`config.mk`:
```
export PLATFORM = sky130hd
export DESIGN_NAME = ascon_blk_fifo
export DESIGN_NICKNAME = d
export VERILOG_FILES = /design/src/rtl/ascon_blk_fifo_pkg.sv /design/src/rtl/ascon_blk_fifo_store.sv /design/src/rtl/ascon_blk_fifo.sv
export SDC_FILE = /design/constraint.sdc
export NUM_CORES = 1
export LEC_CHECK = 0
export CAP_MARGIN = 5
export CORE_MARGIN = 10
export CORE_UTILIZATION = 50
export CTS_CLUSTER_DIAMETER = 30
export DETAILED_ROUTE_END_ITERATION = 10
export PLACE_DENSITY = 0.72
export REMOVE_ABC_BUFFERS = 1
export SYNTH_ARGS = -nofsm -noshare
export SYNTH_HDL_FRONTEND = slang
export SYNTH_SLANG_ARGS = --single-unit
```
`constraint.sdc`:
```
create_clock -name clk -period 6 [get_ports clk]
set_input_delay 0.6 -clock clk [delete_from_list [all_inputs] [get_ports clk]]
set_output_delay 0.6 -clock clk [all_outputs]
set_load 0.005 [all_outputs]
```
`src/rtl/ascon_blk_fifo_pkg.sv`:
```
// ---------------------------------------------------------------------------
// ascon_buf_pkg
// Shared types and default geometry for the ASCON block FIFO.
//   BUS_W_DFLT / BLK_W_DFLT : default bus word and rate block widths
//   WPB                     : bus words per rate block (default geometry)
//   BYTES_PER_BLK           : bytes per rate block (default geometry)
//   blk_entry_t             : queued block {block data, byte length, last}
//   buf_state_t             : packer FSM states (FILL accepts words, PAD
//                             inserts the zero-length final block)
// The top module re-derives the geometry from its own parameters; the
// package values describe the default 32-bit bus / 64-bit rate build.
// ---------------------------------------------------------------------------
package ascon_buf_pkg;

    localparam int BUS_W_DFLT    = 32;
    localparam int BLK_W_DFLT    = 64;
    localparam int WPB           = BLK_W_DFLT / BUS_W_DFLT;
    localparam int BYTES_PER_BLK = BLK_W_DFLT / 8;
    localparam int LEN_W_DFLT    = $clog2(BYTES_PER_BLK) + 1;

    typedef struct packed {
        logic [BLK_W_DFLT-1:0] block;
        logic [LEN_W_DFLT-1:0] len;
        logic                  last;
    } blk_entry_t;

    typedef enum logic [0:0] {
        FILL = 1'b0,
        PAD  = 1'b1
    } buf_state_t;

endpackage

```
`src/rtl/ascon_blk_fifo_store.sv`:
```
// ---------------------------------------------------------------------------
// ascon_blk_store
// DEPTH-entry register FIFO of block entries.
//   clk, nRST   : clock, asynchronous active-low reset
//   clear       : synchronous flush (pointers and count to zero)
//   i_push      : write i_data at the tail (ignored when full)
//   i_pop       : drop the head entry (ignored when empty)
//   o_head      : head entry, all-zero while empty
//   o_empty     : no entries queued
//   o_full      : DEPTH entries queued
//   o_count     : number of queued entries, 0..DEPTH
// DEPTH must be a power of two so the pointers wrap naturally.
// ---------------------------------------------------------------------------
module ascon_blk_store
    import ascon_buf_pkg::*;
#(
    parameter int  DEPTH   = 4,
    parameter type entry_t = blk_entry_t
) (
    input  logic                     clk,
    input  logic                     nRST,
    input  logic                     clear,
    input  logic                     i_push,
    input  entry_t                   i_data,
    input  logic                     i_pop,
    output entry_t                   o_head,
    output logic                     o_empty,
    output logic                     o_full,
    output logic [$clog2(DEPTH):0]   o_count
);

    localparam int PTR_W = $clog2(DEPTH);
    localparam int CNT_W = $clog2(DEPTH) + 1;

    entry_t             r_mem [DEPTH];
    logic [PTR_W-1:0]   r_wr_ptr;
    logic [PTR_W-1:0]   r_rd_ptr;
    logic [CNT_W-1:0]   r_count;
    logic               w_push_ok;
    logic               w_pop_ok;

    assign o_empty   = (r_count == CNT_W'(0));
    assign o_full    = (r_count == CNT_W'(DEPTH));
    assign o_count   = r_count;
    assign w_push_ok = i_push && !o_full;
    assign w_pop_ok  = i_pop && !o_empty;

    // Head entry is forced to zero while the queue is empty.
    always_comb begin
        o_head = '0;
        if (!o_empty) begin
            o_head = r_mem[r_rd_ptr];
        end else begin
            o_head = '0;
        end
    end

    // Entry storage: written at the tail on an accepted push.
    always_ff @(posedge clk or negedge nRST) begin
        if (!nRST) begin
            for (int i = 0; i < DEPTH; i++) begin
                r_mem[i] <= '0;
            end
        end else if (w_push_ok) begin
            r_mem[r_wr_ptr] <= i_data;
        end else begin
            r_mem[r_wr_ptr] <= r_mem[r_wr_ptr];
        end
    end

    // Pointers and occupancy; push and pop together leave the count unchanged.
    always_ff @(posedge clk or negedge nRST) begin
        if (!nRST) begin
            r_wr_ptr <= PTR_W'(0);
            r_rd_ptr <= PTR_W'(0);
            r_count  <= CNT_W'(0);
        end else if (clear) begin
            r_wr_ptr <= PTR_W'(0);
            r_rd_ptr <= PTR_W'(0);
            r_count  <= CNT_W'(0);
        end else begin
            if (w_push_ok) begin
                r_wr_ptr <= r_wr_ptr + PTR_W'(1);
            end else begin
                r_wr_ptr <= r_wr_ptr;
            end
            if (w_pop_ok) begin
                r_rd_ptr <= r_rd_ptr + PTR_W'(1);
            end else begin
                r_rd_ptr <= r_rd_ptr;
            end
            case ({w_push_ok, w_pop_ok})
                2'b10:   r_count <= r_count + CNT_W'(1);
                2'b01:   r_count <= r_count - CNT_W'(1);
                default: r_count <= r_count;
            endcase
        end
    end

endmodule

```
`src/rtl/ascon_blk_fifo.sv`:
```
// ---------------------------------------------------------------------------
// ascon_blk_fifo
// Packs bus words into ASCON rate blocks and queues them for the AEAD core.
//   clk, nRST          : clock, asynchronous active-low reset
//   clear              : synchronous flush of packer, pad state and queue
//   wr_valid/wr_ready  : bus word handshake
//   wr_data            : bus word, first message byte in the MSB
//   wr_last, wr_bytes  : end of message and valid byte count of that word
//   rd_req             : pop the head block
//   rd_valid           : queue non-empty
//   rd_block, rd_len,
//   rd_last            : head block (big-endian), byte count, end of message
//   count              : queued blocks
// A message that ends exactly on a block boundary is followed by a
// zero-length last block (EXTRA_PAD=1) so the core can apply ASCON padding.
// ---------------------------------------------------------------------------
module ascon_blk_fifo
    import ascon_buf_pkg::*;
#(
    parameter int BUS_W     = 32,
    parameter int BLK_W     = 64,
    parameter int DEPTH     = 4,
    parameter int EXTRA_PAD = 1
) (
    input  logic                         clk,
    input  logic                         nRST,
    input  logic                         clear,
    input  logic                         wr_valid,
    input  logic [BUS_W-1:0]             wr_data,
    input  logic                         wr_last,
    input  logic [$clog2(BUS_W/8):0]     wr_bytes,
    output logic                         wr_ready,
    input  logic                         rd_req,
    output logic                         rd_valid,
    output logic [BLK_W-1:0]             rd_block,
    output logic [$clog2(BLK_W/8):0]     rd_len,
    output logic                         rd_last,
    output logic [$clog2(DEPTH):0]       count
);

    localparam int C_WPB   = BLK_W / BUS_W;
    localparam int C_BPW   = BUS_W / 8;
    localparam int C_BPB   = BLK_W / 8;
    localparam int C_IDX_W = (C_WPB > 1) ? $clog2(C_WPB) : 1;
    localparam int C_WB_W  = $clog2(C_BPW) + 1;
    localparam int C_LEN_W = $clog2(C_BPB) + 1;
    localparam int C_CNT_W = $clog2(DEPTH) + 1;

    typedef struct packed {
        logic [BLK_W-1:0]   block;
        logic [C_LEN_W-1:0] len;
        logic               last;
    } entry_t;

    buf_state_t          r_state;
    logic [C_IDX_W-1:0]  r_idx;
    logic [BLK_W-1:0]    r_acc;
    logic [C_LEN_W-1:0]  r_bytes;

    logic                w_accept;
    logic                w_at_end;
    logic                w_complete;
    logic                w_exact;
    logic                w_pad_push;
    logic                w_push;
    logic                w_empty;
    logic                w_full;
    logic [C_WB_W-1:0]   w_nbytes;
    logic [BUS_W-1:0]    w_word;
    logic [BLK_W-1:0]    w_blk;
    logic [C_LEN_W-1:0]  w_len;
    logic [C_CNT_W-1:0]  w_count;
    entry_t              w_entry;
    entry_t              w_head;

    // wr_ready depends only on registered state, never on rd_req.
    assign wr_ready   = (r_state == FILL) && !w_full;
    assign w_accept   = wr_valid && wr_ready;
    assign w_at_end   = (r_idx == C_IDX_W'(C_WPB - 1));
    assign w_complete = w_accept && (wr_last || w_at_end);
    assign w_exact    = (EXTRA_PAD != 0) && wr_last && w_at_end &&
                        (w_nbytes == C_WB_W'(C_BPW));
    assign w_pad_push = (r_state == PAD) && !w_full;
    assign w_push     = w_complete || w_pad_push;
    assign w_len      = r_bytes + C_LEN_W'(w_nbytes);

    // Valid bytes in the current word: full unless last, saturated to the word.
    always_comb begin
        w_nbytes = C_WB_W'(C_BPW);
        if (!wr_last) begin
            w_nbytes = C_WB_W'(C_BPW);
        end else if (wr_bytes > C_WB_W'(C_BPW)) begin
            w_nbytes = C_WB_W'(C_BPW);
        end else begin
            w_nbytes = wr_bytes;
        end
    end

    // Zero the bytes past the valid count, then drop the word into its slot.
    always_comb begin
        w_word = '0;
        w_blk  = r_acc;
        for (int b = 0; b < C_BPW; b++) begin
            w_word[BUS_W-1-8*b -: 8] = (C_WB_W'(b) < w_nbytes) ?
                                       wr_data[BUS_W-1-8*b -: 8] : 8'h00;
        end
        for (int k = 0; k < C_WPB; k++) begin
            w_blk[BLK_W-1-k*BUS_W -: BUS_W] = (r_idx == C_IDX_W'(k)) ?
                                               w_word : r_acc[BLK_W-1-k*BUS_W -: BUS_W];
        end
    end

    // Entry presented to the queue: the pad block or the block being completed.
    always_comb begin
        w_entry = '0;
        if (w_pad_push) begin
            w_entry.block = '0;
            w_entry.len   = C_LEN_W'(0);
            w_entry.last  = 1'b1;
        end else begin
            w_entry.block = w_blk;
            w_entry.len   = w_len;
            w_entry.last  = wr_last && !w_exact;
        end
    end

    // Packer FSM: accumulate words in FILL, emit the pad block in PAD.
    always_ff @(posedge clk or negedge nRST) begin
        if (!nRST) begin
            r_state <= FILL;
            r_idx   <= C_IDX_W'(0);
            r_acc   <= '0;
            r_bytes <= C_LEN_W'(0);
        end else if (clear) begin
            r_state <= FILL;
            r_idx   <= C_IDX_W'(0);
            r_acc   <= '0;
            r_bytes <= C_LEN_W'(0);
        end else begin
            case (r_state)
                FILL: begin
                    if (w_complete) begin
                        r_idx   <= C_IDX_W'(0);
                        r_acc   <= '0;
                        r_bytes <= C_LEN_W'(0);
                        r_state <= w_exact ? PAD : FILL;
                    end else if (w_accept) begin
                        r_idx   <= r_idx + C_IDX_W'(1);
                        r_acc   <= w_blk;
                        r_bytes <= w_len;
                        r_state <= FILL;
                    end else begin
                        r_state <= FILL;
                    end
                end
                PAD: begin
                    if (w_pad_push) begin
                        r_state <= FILL;
                    end else begin
                        r_state <= PAD;
                    end
                end
                default: r_state <= FILL;
            endcase
        end
    end

    ascon_blk_store #(
        .DEPTH   (DEPTH),
        .entry_t (entry_t)
    ) u_store (
        .clk     (clk),
        .nRST    (nRST),
        .clear   (clear),
        .i_push  (w_push),
        .i_data  (w_entry),
        .i_pop   (rd_req),
        .o_head  (w_head),
        .o_empty (w_empty),
        .o_full  (w_full),
        .o_count (w_count)
    );

    assign rd_valid = !w_empty;
    assign rd_block = w_head.block;
    assign rd_len   = w_head.len;
    assign rd_last  = w_head.last;
    assign count    = w_count;

endmodule

```
# Word level (Yosys, flattened, before mapping)
# Cells that the tools add are included.
dict set report totals {
  reg_bits 353
  in_bits 41
  output_inout_bits 74
  word_cells 106
}
dict set report op_classes {
  add_sub_neg 6
  magnitude_cmp 8
  n_eq_ne 5
  n_mux 44
  bitwise 3
  reduce_logical 21
}
# operator n
set ops {}
lappend ops {{276-bit bitwise mux} 2}
lappend ops {{69-bit two-way mux} 7}
lappend ops {{69-bit binary-select mux with 2-bit select} 2}
lappend ops {{276-bit two-way mux} 1}
lappend ops {{64-bit two-way mux} 4}
lappend ops {{69-bit demux with 2-bit select} 1}
lappend ops {{32-bit two-way mux} 2}
lappend ops {{8-bit two-way mux} 4}
lappend ops {{4-bit two-way mux} 4}
lappend ops {{1-bit logical AND} 10}
lappend ops {{3-bit two-way mux} 3}
lappend ops {{1-bit two-way mux} 8}
lappend ops {{2-bit two-way mux} 4}
lappend ops {{3-bit equality test, second input constant} 2}
lappend ops {{3-bit greater-or-equal comparator, second input constant} 2}
lappend ops {{1-bit by 3-bit less-than comparator with 1-bit output, first input constant} 2}
lappend ops {{2-bit by 3-bit less-than comparator with 1-bit output, first input constant} 2}
lappend ops {{2-bit inverter with 3-bit output} 2}
lappend ops {{3-bit one-hot mux with 2 select lines} 1}
lappend ops {{3-bit nonzero test} 2}
lappend ops {{2-bit by 1-bit adder with 2-bit output, second input constant} 2}
lappend ops {{4-bit by 3-bit adder with 4-bit output} 1}
lappend ops {{2-bit nonzero test} 2}
lappend ops {{3-bit by 1-bit adder with 3-bit output, second input constant} 1}
lappend ops {{other kinds (13)} 16}

# Logic depth before layout (Yosys ltp)
# Gate-level depths: netlist of run 1.
dict set report logic_depth {
  depth_word 10
  ltp_mapped 10
  mapped_depth_nobuf 8
}

# By module
# Synthesis of run 1 repeated with hierarchy kept, for this count alone.
dict set report unflattened {
  hier_cells 1684
  area_unflattened_um2 18351.4
}
# mod n_inst cells_each area_each_um2 seq_area_each_um2
set by_module_without_submodules {}
lappend by_module_without_submodules {ascon_blk_store 1 1269 14637.8 7081.8}
lappend by_module_without_submodules {ascon_blk_fifo 1 415 3713.6 1751.7}

# Least setup slack after synthesis of run 1
# No wires, ideal clock.
dict set report synth_timing {
  path_type {flip-flop to flip-flop}
  start {register u_store.r_count[0] (netlist: u_store.o_count[0])}
  end {register u_store.r_count[2] (netlist: u_store.o_count[2])}
  setup_ns 0.128
  arrival_ns 2.315
  required_ns 5.872
  path_slack_ns 3.557
  stages_incl_launch_ff 11
  path_buffers 2
  synth_period_minus_slack_ns 2.443
  cell_sequence {dfrtp_1 > or3b_1 > buf_2 > and3_1 > buf_6 > or3_4 > inv_1 > fa_1 > nand2_1 > o22ai_2 > mux2_1}
}
dict set report synth_between {
  elab_chain_len 10
  elab_cells_between_ends 18
  cone_classes {2 x add/sub; 3 x eq/ne; 2 x mux; 11 x reduce/logical}
}
# element line
set synth_rtl {}
lappend synth_rtl {{from (decl)} ascon_blk_fifo_store.sv:38} ;# logic [CNT_W-1:0] r_count;
lappend synth_rtl {{from (signal assigned)} ascon_blk_fifo_store.sv:93} ;# 2'b10: r_count <= r_count + CNT_W'(1);
lappend synth_rtl {{from (signal assigned)} ascon_blk_fifo_store.sv:94} ;# 2'b01: r_count <= r_count - CNT_W'(1);
lappend synth_rtl {{from (signal assigned)} ascon_blk_fifo_store.sv:95} ;# default: r_count <= r_count;
lappend synth_rtl {{3-bit equality test} ascon_blk_fifo_store.sv:43} ;# assign o_full = (r_count == CNT_W'(DEPTH));
lappend synth_rtl {{1-bit logical NOT} {ascon_blk_fifo_store.sv:45, ascon_blk_fifo.sv:77, ascon_blk_fifo.sv:83}}
lappend synth_rtl {{1-bit logical AND} ascon_blk_fifo.sv:77} ;# assign wr_ready = (r_state == FILL) && !w_full;
lappend synth_rtl {{1-bit logical AND} ascon_blk_fifo.sv:78} ;# assign w_accept = wr_valid && wr_ready;
lappend synth_rtl {{1-bit logical AND} ascon_blk_fifo.sv:80} ;# assign w_complete = w_accept && (wr_last || w_at_end);
lappend synth_rtl {{1-bit logical OR} ascon_blk_fifo.sv:84} ;# assign w_push = w_complete || w_pad_push;
lappend synth_rtl {{1-bit logical AND} ascon_blk_fifo_store.sv:45} ;# assign w_push_ok = i_push && !o_full;
lappend synth_rtl {{2-bit by 1-bit equality test with 1-bit output / 2-bit equality test (equally long branches)} ascon_blk_fifo_store.sv:92} ;# case ({w_push_ok, w_pop_ok})
lappend synth_rtl {{3-bit one-hot mux with 2 select lines} ascon_blk_fifo_store.sv:92}
lappend synth_rtl {{3-bit two-way mux} ascon_blk_fifo_store.sv:77} ;# end else if (clear) begin
# Parallel ways exist; a longest one is shown, timed or not.
# A chain may end at the register's enable or synchronous reset.

# Worst setup path in the final report of run 1
dict set report layout_timing {
  start {register u_store.r_rd_ptr[0]}
  end {output port rd_block[0]}
}
dict set report layout_between {
  elab_chain_len 5
}
# element line
set layout_rtl {}
lappend layout_rtl {{from (decl)} ascon_blk_fifo_store.sv:37} ;# logic [PTR_W-1:0] r_rd_ptr;
lappend layout_rtl {{from (signal assigned)} ascon_blk_fifo_store.sv:88} ;# r_rd_ptr <= r_rd_ptr + PTR_W'(1);
lappend layout_rtl {{from (signal assigned)} ascon_blk_fifo_store.sv:90} ;# r_rd_ptr <= r_rd_ptr;
lappend layout_rtl {{2-bit inverter with 3-bit output (implied by the code)} ascon_blk_fifo_store.sv:52} ;# o_head = r_mem[r_rd_ptr];
lappend layout_rtl {{69-bit binary-select mux with 2-bit select} ascon_blk_fifo_store.sv:52}
lappend layout_rtl {{69-bit two-way mux (implied by the code) (2 in a row)} ascon_blk_fifo_store.sv:52}
lappend layout_rtl {{69-bit two-way mux} ascon_blk_fifo_store.sv:51} ;# if (!o_empty) begin
lappend layout_rtl {{to (decl)} ascon_blk_fifo.sv:35} ;# output logic [BLK_W-1:0] rd_block,
# No other way between the ends. The select of a mux whose other input is x is not followed.

==> results of run 1 <==
==> kinds of logic (layout without fill, tap and decap cells) <==
| group | after synthesis | count (layout) |
|---|---|---|
| AOI/OAI and AO/OA | 358 | 358 |
| xor gates and xnor gates | 6 | 6 |
| adders and majority gates | 9 | 9 |
| buffers and inverters | 212 | 335 |
| DFF | 353 | 353 |
| muxes | 238 | 238 |
| and+or+nand+nor | 380 | 380 |
==> per-layer routing <==
metal	GRT usage (%)	vias up	routed length (um)
met3	4.67	82	3470
li1	-	5841	-
met4	7.42	2	1100
met2	37.1	486	24600
met5	0	-	13
met1	28.0	6858	20200
==> stage by stage <==
step | instances | hold slack (ns)
5_1_grt | 2140 | 0.103
3_5_place_dp | 2009 | 0.464
3_3_place_gp | 2009 | 0.461
6_report | 2140 | 0.0585
2_1_floorplan | 1415 | 0.304
4_1_cts | 2140 | 0.0824
==> sequential cells by signal, indices dropped and copies added, names as in the netlist <==
name,count
r_acc,64
r_bytes,4
r_idx,1
r_state,1
u_store.o_count,3
u_store.r_mem,276
u_store.r_rd_ptr,2
u_store.r_wr_ptr,2
==> worst min path at each step <==
stage               cells after the start                  to       from  slack, ns
global route                            1   u_store.r_mem[96]       nRST       0.10
finish                                  1   u_store.r_mem[96]       nRST       0.06
CTS                                     1  u_store.r_mem[236]       nRST       0.08
floorplan                               0            r_acc[0]       nRST       0.30
detailed placement                      1            r_acc[9]   r_acc[9]       0.46
global placement                        1           r_acc[12]  r_acc[12]       0.46
==> Yosys cell counts (all sizes together) (45+ instances only) <==
library cell  number
dfrtp            353
nor2             155
a21oi            150
mux4             137
mux2              99
clkbuf            96
and2              82
inv               71
nand2             49
buf               45
o22ai             45
==> final cells by class <==
class,count,area (um^2)
clock inverters,34,359
flip-flops and latches,353,8850
well taps,461,577
inverters,71,267
multi-input cells,991,8620
repair buffers,133,1300
clock buffers,97,2100
fillers,2669,13800
==> report_power, final <==
part / internal (mW) / switching [mW] / leakage, nW
logic: 2.48 / 2.03 / 3.53
registers: 3.25 / 0.775 / 4.30
clock network: 2.67 / 1.31 / 1.19
==> results.cfg, run 1 <==
[outcome]
status = finished, final reports clean

[synthesis]
synthTopCellsByArea = dfrtp_1 48%, mux4_2 17%, mux2_2 6.0%, a21oi_1 4.1%, nor2_1 3.1%
synth_cell_type_count = 54
synth.ff_latch_count = 353
yosys.area.top_type = dfrtp_1
synth_fa_ha_area_share_pct = 0.699
synth-simple-area-share_pct = 10.2
yosysSeqAreaShare_pct = 48.4
synth_top_area_share_pct = 48.4
ys_async_sr_fraction_pct = 100
synth_top_family_by_area = multiplexers
synth_cells = 1556
muxShareOfSynthArea_pct = 23.1
synth_compound_area_share_pct = 12.6
synth_edf_count = 0
syn-cell-area_um2 = 18300
synth-xor-area-share_pct = 0.288
synth_flop_cell = dfrtp_1
yosys_warnings = 0
avgSynthCellArea_um2 = 11.7

[floorplanning]
io_pins = 115
initial_utilization_pct = 50.9
rows = 69
coreArea_um2 = 35800
dieArea_um2 = 44500
die_y_um = 211
die_w_um = 211

[worst_setup_path]
crit_start = u_store.r_rd_ptr[0]
r2r_slack_ns = 2.89
crit_path_max_incr_delay_ns = 0.98
worstSetupPathType = flip-flop to output pin
crit_arrival_ns = 3.32
endpoint = rd_block[0]
r2r.worst_path.cells = 3
worst_path_max_delay_cell = dfrtp_4
crit_chain = buf_4 > mux4_2 > and2_1 > clkdlybuf4s50_1
crit_required_ns = 5.40
rr_endpoint = u_store.r_mem[47]
worst-path-stages = 4
rr_startpoint = u_store.r_wr_ptr[1]
cp-end-kind = output pin
crit_family = flip-flops
start_kind = flip-flop
cp_max_fo = 39
path_buf_inv = 2

[clocking]
cts_max_level = 3
worstSkewPairLatency_ns = 0.56
clkTransAtPathRegs_ns = 0.05
cts-root-buf = clkbuf_16
ctsHoldBuffers = 0
cts.sinks = 353
clockBufferDepth = 3
post_cts_resized = 0
numCtsBuffers = 73
cts_setup_buffers = 0
cts_tree = built

[layout]
area_delta_synth_final_pct = 20.9
finalNetCount = 1673
postLayoutCellArea_um2 = 22100
num_antenna_cells = 0
drive_gt1_share_pct = 24.5
final_common_cell = dfrtp_1
fin_util_pct = 61.6
mostFrequentLayoutCells = 348 x dfrtp_1, 153 x nor2_1, 150 x a21oi_1

[detailed_routing]
drt_iter0_drc = 1220
dr.pass1.iters = 5
routed_wl_um = 49400
via_count = 13300
wl_per_cell_um = 23.1
drc = 0
avgViaCountPerCell = 6.20
postRouteAntennaNets = 0

[place]
gp_congestion = 0.768
place_hpwl_um = 28000
place_area_um2 = 19600
place_ws_ns = 2.23
io_buffer_count = 114

[pwr]
power_density_nw_per_um2 = 567
power_mw = 12.5
p_leak_nw = 9.02
peakVddDrop_mv = 0.277

[min_path]
hp-class = primary input to async pin

[global_route]
grt_max_degree = 164
grt_pass1_wl_um = 78400
grt_usage_pct = 22.1
grt_pass1_vias = 14000
grt_overflow_total = 0
antenna_found_initial = 1

[timing]
rsz0062_at_grt = false
max-slew-margin-rel_pct = 14.7
min_period_ns = 3.92
setup_tns_ns = 0
finalCritPeriodShare_pct = 65.3
tightest_slew_ns = 1.28
hold_viol = 0
fin_worst_skew_ns = 0.0228
fmax_ghz = 0.255
maxSlewViolCount = 0
setup_slack_ns = 2.08
finalSetupViolCount = 0

[job]
cap_violations = 0
(Power assumes the default switching activity.)
==> run 2: changes to the inputs <==
Settings changed: PLACE_DENSITY 0.72 to 0.75.
Clock period 6 ns to 3.29 ns, I/O delays scaled along.
==> run 2 against run 1 <==
Against the previous run: combinational power is 91% higher; register-to-register slack worse by 2.2 ns; sequential share of layout area is 0.47 points lower; core utilization is 0.72 points higher; global-route usage is 0.25 points higher; highest routed layer is now met4; clock skew is 0.0034 ns higher; count of clock-buffer cells in the layout stayed put; total power is 81% higher; worst hold slack better by 0.14 ns; sequential power is 78% higher; critical path depth stayed put.
==> results.cfg, run 2 (synthesis gave the netlist of run 1 again) <==
[timing]
rsz0062_at_grt = false
fmax_ghz = 0.338
hold_viol = 0
finalSetupViolCount = 0
maxSlewViolCount = 0
hold-worst-slack_ns = 0.200
min_period_ns = 2.96
fin_worst_skew_ns = 0.0262
tightest_slew_ns = 0.870
finalCritPeriodShare_pct = 90.0
max-slew-margin-rel_pct = 42.0

[min_path]
hp-class = primary input to flip-flop

[detailed_routing]
wl_met1_um = 20000
wl_met3_um = 4010
routed_wl_um = 49700
top_layer_used = met4
postRouteAntennaNets = 0
met2_length_um = 24400
drc = 0
drt_iter0_drc = 1357
avgViaCountPerCell = 6.25
via_count = 13600
wl_per_cell_um = 22.9
dr.pass1.iters = 5

[worst_setup_path]
worstSetupPathType = flip-flop to output pin
crit_required_ns = 2.96
cp-end-kind = output pin
crit_arrival_ns = 2.63
start_kind = flip-flop
r2r_slack_ns = 0.69
cp_max_fo = 17

[layout]
mostFrequentLayoutCells = 348 x dfrtp_1, 153 x nor2_1, 150 x a21oi_1
drive_gt1_share_pct = 25.3
final_common_cell = dfrtp_1
area_delta_synth_final_pct = 22.4
postLayoutCellArea_um2 = 22300
regMostFlops = u_store.r_mem
largest_reg_flops = 276
reg_top3 = u_store.r_mem x276, r_acc x64, r_bytes x4
finalNetCount = 1702

[global_route]
grt_pass1_wl_um = 79100
grt_overflow_total = 0
grt_pass1_vias = 14300
grt_usage_pct = 22.4
antenna_found_initial = 3
grt_max_degree = 112

[pwr]
p_leak_nw = 9.17
p_switching_mw = 7.49
swShare_pct = 33.0
peakVddDrop_mv = 0.395
comb_power_share_pct = 38.0
seq_power_share_pct = 31.5
p_int_mw = 15.2
clkPwrFrac_pct = 30.5
power_density_nw_per_um2 = 1020

[floorplanning]
dieArea_um2 = 44500
die_y_um = 211
die_w_um = 211
coreArea_um2 = 35800
rows = 69
io_pins = 115
initial_utilization_pct = 50.9

[clocking]
clockBufferDepth = 3
numCtsBuffers = 73
clkTransAtPathRegs_ns = 0.05
cts_max_level = 3
cts-root-buf = clkbuf_16
cts_tree = built
worstSkewPairLatency_ns = 0.57
cts_setup_buffers = 0
cts.sinks = 353

[outcome]
status = finished, final reports clean

[job]
cap_violations = 0

[place]
gp_congestion = 0.819
place_hpwl_um = 30100
io_buffer_count = 114
place_area_um2 = 20000
## run 2: critical path, stage by stage (launching register included)
cell and delay, ns:
dfrtp_2 0.74, buf_4 0.33, mux4_2 0.36, and2_1 0.18
clkdlybuf4s50_1 0.46
## run 2: final cells by class
| class | count | area (um^2) |
|---|---|---|
| Multi-Input combinational cell | 991 | 8630 |
| Fill cell | 2597 | 13500 |
| Inverter | 71 | 267 |
| Sequential cell | 353 | 8850 |
| Timing Repair Buffer | 162 | 1670 |
| Clock inverter | 32 | 310 |
| Clock buffer | 97 | 2030 |
| Antenna cell | 2 | 5.00 |
| Tap cell | 461 | 577 |
## run 2: path summary, 6_finish.rpt
kind                       depth (start not counted)                start            endpoint
setup / recovery                                   4  u_store.r_rd_ptr[1]        rd_block[52]
hold / removal                                     2                clear               r_idx
max in group asynchronous                          3                 nRST   u_store.r_mem[85]
hold reg to reg                                    1            r_acc[11]           r_acc[11]
min in group asynchronous                          2                 nRST   u_store.r_mem[90]
setup reg to reg                                   5   u_store.o_count[0]  u_store.r_mem[204]
## run 2: through the flow
stage / setup TNS [ns] / power (mW) / instances / utilization, % / setup slack, ns
2_1_floorplan: -635.14 / 12.4 / 1415 / - / -2.73
5_1_grt: 0 / 24.0 / 2167 / 62.3 / 0.154
3_3_place_gp: 0 / 15.3 / 2037 / 55.7 / 0.410
4_1_cts: 0 / 22.8 / 2167 / 62.3 / 0.0683
6_report: 0 / 22.7 / 2169 / 62.3 / 0.329
3_5_place_dp: 0 / 15.7 / 2037 / 55.7 / 0.345
## run 2: power groups by stage
stage | Sequential (mW) | Combinational (mW) | Clock, mW
3_5_place_dp | 7.13 | 8.60 | 0
2_1_floorplan | 7.05 | 5.37 | 0
4_1_cts | 7.12 | 8.71 | 6.97
6_report | 7.16 | 8.62 | 6.92
3_3_place_gp | 6.96 | 8.38 | 0
5_1_grt | 7.33 | 9.41 | 7.22
## run 2: routing by layer
metal	up-vias	GRT usage, %
li1	5910	-
met1	6959	29.1
met2	589	35.9
met3	99	5.15
met4	0	8.44
met5	-	0
## run 2: timing repair
action                     CTS  global route
hold endpoints to repair    76             0
setup endpoints to repair    0             3
hold buffers                 1             0
resized for setup            0             1
==> edit 1, RTL diff (flow settings as in run 1) <==
Set the parameter `BUS_W` to 64 (it was 32).
--- a/src/rtl/ascon_blk_fifo.sv
+++ b/src/rtl/ascon_blk_fifo.sv
@@ -17,7 +17,7 @@
 module ascon_blk_fifo
     import ascon_buf_pkg::*;
 #(
-    parameter int BUS_W     = 32,
+    parameter int BUS_W     = 64,
     parameter int BLK_W     = 64,
     parameter int DEPTH     = 4,
     parameter int EXTRA_PAD = 1
Interface: changed (resized wr_bytes and wr_data); port bits go from 115 to 148. The function was not compared with the original's and may differ.
==> edit 1 against run 1 <==
- total power is 8.0% higher
- routed wire length shrank 0.23%
- setup slack improved by 0.13 ns
- design area rose by 2.5%
- via count increased by 3.1%
- sequential cell count stayed put
- synthesized area decreased by 1.3%
- cell count up 5.9%
- register-to-register slack about the same
- largest cell class unchanged
==> edit 1: results (changes against run 1) <==
- share of layout cells above drive strength 1: 19.2%, -5.3 points
- Top Registers: u_store.r_mem x276, r_acc x64, r_bytes x4
- measured slew at the worst slew-check pin: 1.06 ns, -0.215 ns
- Post-synth top cells: dfrtp_1 (353), a21oi_1 (326), nor2_1 (293)
- buffers added on ports: 147, +29%
- estimated wirelength of the detail-placed design: 29000 um, +3.5%
- GRT Overall Usage: 22.4%, +0.27 points
- reg-to-reg endpoint: u_store.r_mem[0]
- P_leak: 8.85 nW, -1.9%
- Starting DRT DRC Count: 1176, -3.6%
- worst ir drop on vdd: 0.000325 V, +18%
- clock latency of the later-clocked register in the worst-skew pair: 0.57 ns
- result of the run: finished clean
- metal3 WL: 3650 um, +5.0%
- sequential share of the synthesized area: 49.1%, +0.66 points
- post-placement cell area: 0.0197 mm^2, +0.42%
- HP Class: in2async
- Routed WL: 49300 um, -0.23%
- count of unique library cells instantiated by Yosys: 50, -7.4%
- depth of the worst register-to-register path: 4, +1
- worst hold margin: 0.00148 ns, -0.0570 ns
- number of global-route vias before repair: 14300, +2.3%
- Clock Tree Buf Depth: 3, unchanged
- final weighted congestion of routability-driven global placement: 0.839, +9.3%
- via/cell ratio: 6.04, -2.6%
- wire length on met2: 24100 um, -1.8%
- maximum number of pins on one net before global-route repair: 136, -17%
- arrival time at the worst endpoint: 3.18 ns, -0.14 ns
- Worst Skew: 0.0179 ns, -0.00489 ns
- reg2reg setup slack: 2.89 ns, about the same
- sum of routed wire segments on met1: 20400 um, +0.97%
- Synth area leaders: dfrtp_1 (49%), mux4_2 (17%), a21oi_1 (9.1%)
- number of buffers added by the clock tree synthesis step: 79, +8.2%
- CP peak stage delay: 0.67 ns, -0.31 ns
- reg-to-reg critical path startpoint: u_store.r_wr_ptr[0]
- ant diodes: 0, unchanged
- largest driver fanout on the critical path: 31, -21%
- Top Metal Used: met4
- wire length of the first global-routing pass: 79300 um, +1.2%
- number of H-tree branching levels: 3, unchanged
- number of nets at the end of the flow: 1827, +9.2%
## edit 1: cell count changes after synthesis, moves of 27 or more
cell and delta:
nor2_1 +140, a22oi_1 -27, mux2_2 -97, a21oi_1 +176
and2_1 +65, inv_1 -67, o21ai_0 -31, a21oi_2 +33
nor3_1 +27, a22o_1 -36, mux2i_1 +40, o22ai_1 -44
## edit 1: area by class of cell
class / count / area, um^2
clock buffers: 98 / 2190
flip-flops and latches: 353 / 8850
well taps: 461 / 577
repair buffers: 165 / 1620
inverters: 4 / 15.0
fillers: 2678 / 13000
multi-input cells: 1141 / 8630
clock inverters: 44 / 731
## edit 1: cells by family after synthesis
kind of cell	synth area share (%)
AOI/OAI and AO/OA	12.2
adders and majority gates	0.709
buffers and inverters	3.40
and+or+nand+nor	14.6
DFF	49.1
xor gates and xnor gates	0.417
muxes	19.7
## edit 1: worst max path at each step
stage | end | slack (ns) | depth (start not counted) | startpoint
after floorplan | u_store.r_mem[206] | 0.20 | 3 | u_store.r_wr_ptr[0]
after global placement | u_store.r_mem[42] | 2.51 | 7 | wr_last
after detailed placement | u_store.r_mem[244] | 2.39 | 7 | wr_last
after CTS | rd_block[49] | 2.12 | 4 | u_store.r_rd_ptr[0]
after global routing | rd_block[49] | 2.02 | 4 | u_store.r_rd_ptr[0]
final | rd_block[49] | 2.22 | 4 | u_store.r_rd_ptr[0]
## edit 1: report_power, final
group,internal [mW],switching [mW]
combinational,2.50,2.18
clock,3.38,1.34
sequential,3.32,0.797
total,9.21,4.32
## edit 1: metrics by stage
step | power, mW | std cells | setup WS (ns)
floorplan | 7.07 | 1498 | 0.199
global placement | 8.62 | 2124 | 2.51
detailed placement | 8.80 | 2124 | 2.39
CTS | 13.6 | 2266 | 2.12
global route | 14.3 | 2266 | 2.02
finish | 13.5 | 2266 | 2.22
## edit 1: routing by layer
metal	GRT usage [%]	vias up
met5	0	-
met4	6.80	0
met3	5.55	95
met2	36.4	542
met1	29.1	6973
li1	-	6076
## edit 1: worst max-delay path: cells and delay by family (launching register included)
family	cells	cell delay [ns]
buffers and inverters	2	1.08
flip-flops	1	0.67
multiplexers	1	0.59
AND/OR/NAND/NOR	1	0.23
==> edit 2, RTL diff (flow settings as in run 1) <==
Without the edit above. Reset style: synchronous (`nRST`), changed in 3 clocked blocks. Comments in the files are not updated.
--- a/src/rtl/ascon_blk_fifo_store.sv
+++ b/src/rtl/ascon_blk_fifo_store.sv
@@ -56,7 +56,7 @@
     end
 
     // Entry storage: written at the tail on an accepted push.
-    always_ff @(posedge clk or negedge nRST) begin
+    always_ff @(posedge clk) begin
         if (!nRST) begin
             for (int i = 0; i < DEPTH; i++) begin
                 r_mem[i] <= '0;
@@ -69,7 +69,7 @@
     end
 
     // Pointers and occupancy; push and pop together leave the count unchanged.
-    always_ff @(posedge clk or negedge nRST) begin
+    always_ff @(posedge clk) begin
         if (!nRST) begin
             r_wr_ptr <= PTR_W'(0);
             r_rd_ptr <= PTR_W'(0);
--- a/src/rtl/ascon_blk_fifo.sv
+++ b/src/rtl/ascon_blk_fifo.sv
@@ -125,7 +125,7 @@
     end
 
     // Packer FSM: accumulate words in FILL, emit the pad block in PAD.
-    always_ff @(posedge clk or negedge nRST) begin
+    always_ff @(posedge clk) begin
         if (!nRST) begin
             r_state <= FILL;
             r_idx   <= C_IDX_W'(0);
Function: differs if nRST is asserted again (counterexample within 4 cycles, from zero or initial values and one cycle with nRST low); with nRST held inactive, the same outputs for 4 cycles.
==> edit 2 against run 1 <==
- sequential cell count is 2 higher
- synthesized area shrank 16%
- critical path type unchanged
- critical path depth did not move
- largest cell class unchanged
- routed wire length decreased by 22%
- first-iteration DRC count fell by 14%
- via count is 24% lower
- sequential share of layout area is 12 points higher
- design area is 15% lower
- setup slack worse by 0.072 ns
Power is not compared: it rests on default switching activity, and its combinational part moved more than twofold at a synthesized area within 25%.
==> edit 2: results (changes against run 1) <==
- wire length of the first global-routing pass: 59700 um, -24%
- via/cell ratio: 5.74, -7.5%
- reg-to-reg endpoint: u_store.r_mem[1][58]
- critical path endpoint: rd_block[26]
- min setup slack post-route: 2.01 ns, -0.0716 ns
- post-placement setup slack: 2.08 ns, -0.151 ns
- number of antenna violations at the first check in global routing: 0, -1
- met3 Track Usage GR: 4.28%, -0.39 points
- final weighted congestion of routability-driven global placement: 0.766, -0.22%
- reg2reg setup slack: 2.44 ns, -0.45 ns
- Worst Skew: 0.0304 ns, +0.00763 ns
- Post-synth top cells: edfxtp_1 (276), nor2_1 (269), and2_1 (112)
- number of synthesized flops with an enable pin: 276, +276
- share of layout cells above drive strength 1: 16.4%, -8.1 points
- result of the run: finished clean
- Synth async-reset ratio: 0%, -100 points
- worst ir drop on vdd: 0.000242 V
- met2 Use GR: 32.2%, -4.8 points
- clock latency of the later-clocked register in the worst-skew pair: 0.57 ns
- Routed WL: 38400 um, -22%
- Post-CTS Setup Inserts: 0, unchanged
- number of global-route vias before repair: 10400, -25%
- Relative slew margins: 15.2%, +0.55 points
- arrival time at the worst endpoint: 3.39 ns, +0.07 ns
- ant diodes: 0, unchanged
- reg-to-reg critical path startpoint: r_idx
- Clock Tree Root: clkbuf_16
- maximum number of pins on one net before global-route repair: 73, -55%
- count of unique library cells instantiated by Yosys: 48, -11%
- estimated wirelength of the detail-placed design: 20800 um, -26%
- number of buffers added by the clock tree synthesis step: 57, -22%
- worst hold margin: 0.444 ns, +0.386 ns
- largest driver fanout on the critical path: 35, -10%
- number of nets at the end of the flow: 1354, -19%
- met1 track demand over resource in global routing: 26.1%, -2.0 points
- HP Class: reg2reg
- Synth area leaders: edfxtp_1 (54%), dfxtp_1 (10%), mux4_2 (10%)
- Starting DRT DRC Count: 1048, -14%
- depth of the worst register-to-register path: 5, +2
- sequential share of the synthesized area: 64.1%, +16 points
- post-placement cell area: 0.0168 mm^2, -14%
- GRT Overall Usage: 19.9%, -2.3 points
- number of H-tree branching levels: 2, -1
[edit 2: cell types whose count changed after synthesis, sizes merged, moves of 45 or more]
cell,delta
nor2,+115
a21oi,-98
dfxtp,+79
dfrtp,-353
mux4,-68
o22ai,-45
clkbuf,-53
inv,-45
edfxtp,+276
mux2,-99
[edit 2: worst min path at each step]
stage               startpoint        end  depth (start not counted)
floorplan             r_acc[0]   r_acc[0]                          1
global placement     r_acc[34]  r_acc[34]                          2
detailed placement    r_acc[3]   r_acc[3]                          1
CTS                  r_acc[34]  r_acc[34]                          2
global route         r_acc[32]  r_acc[32]                          2
finish               r_acc[33]  r_acc[33]                          2
[edit 2: final cells by class]
type / instances / area, um^2
timing repair buffer: 134 / 1330
clock inverter: 43 / 413
tap: 396 / 495
multi-input combinational: 731 / 5050
fill: 2310 / 11700
clock buffer: 64 / 1510
inverter: 28 / 105
sequential: 355 / 9880
[edit 2: stage by stage]
| stage | TNS [ns] | instances | total power [mW] |
|---|---|---|---|
| floorplan | -162.41 | 1114 | 2.99 |
| global placement | 0 | 1643 | 3.15 |
| detailed placement | 0 | 1643 | 3.16 |
| CTS | 0 | 1750 | 6.37 |
| global route | 0 | 1751 | 6.52 |
| finish | 0 | 1751 | 6.33 |
[edit 2: critical path: stages, from the launching register on]
cell and delay (ns):
dfxtp_2 1.09, buf_4 0.63, mux4_2 0.40, and2_1 0.22, clkdlybuf4s50_1 0.47
[edit 2: cell families after synthesis]
group                    after synthesis  share of synthesized area [%]
AND/OR/NAND/NOR                      528                           16.2
multiplexers                          69                           10.1
flip-flops                           355                           64.1
adder cells (fa/ha/maj)                6                          0.586
buffers and inverters                115                           3.37
XOR/XNOR                               9                          0.512
AO/OA/AOI/OAI                        119                           5.03
[edit 2: where the power goes]
part           internal (mW)  switching [mW]  leakage, nW  total, mW
Sequential              2.74          0.0280         3.50       2.77
Clock                   2.04            1.17        0.934       3.22
Combinational          0.137           0.214         2.23      0.351
[edit 2: per-layer routing]
layer	wire, um	part of all wire (%)
met1	15500	40
met2	18600	48
met3	3400	8.9
met4	868	2.3
met5	0	0
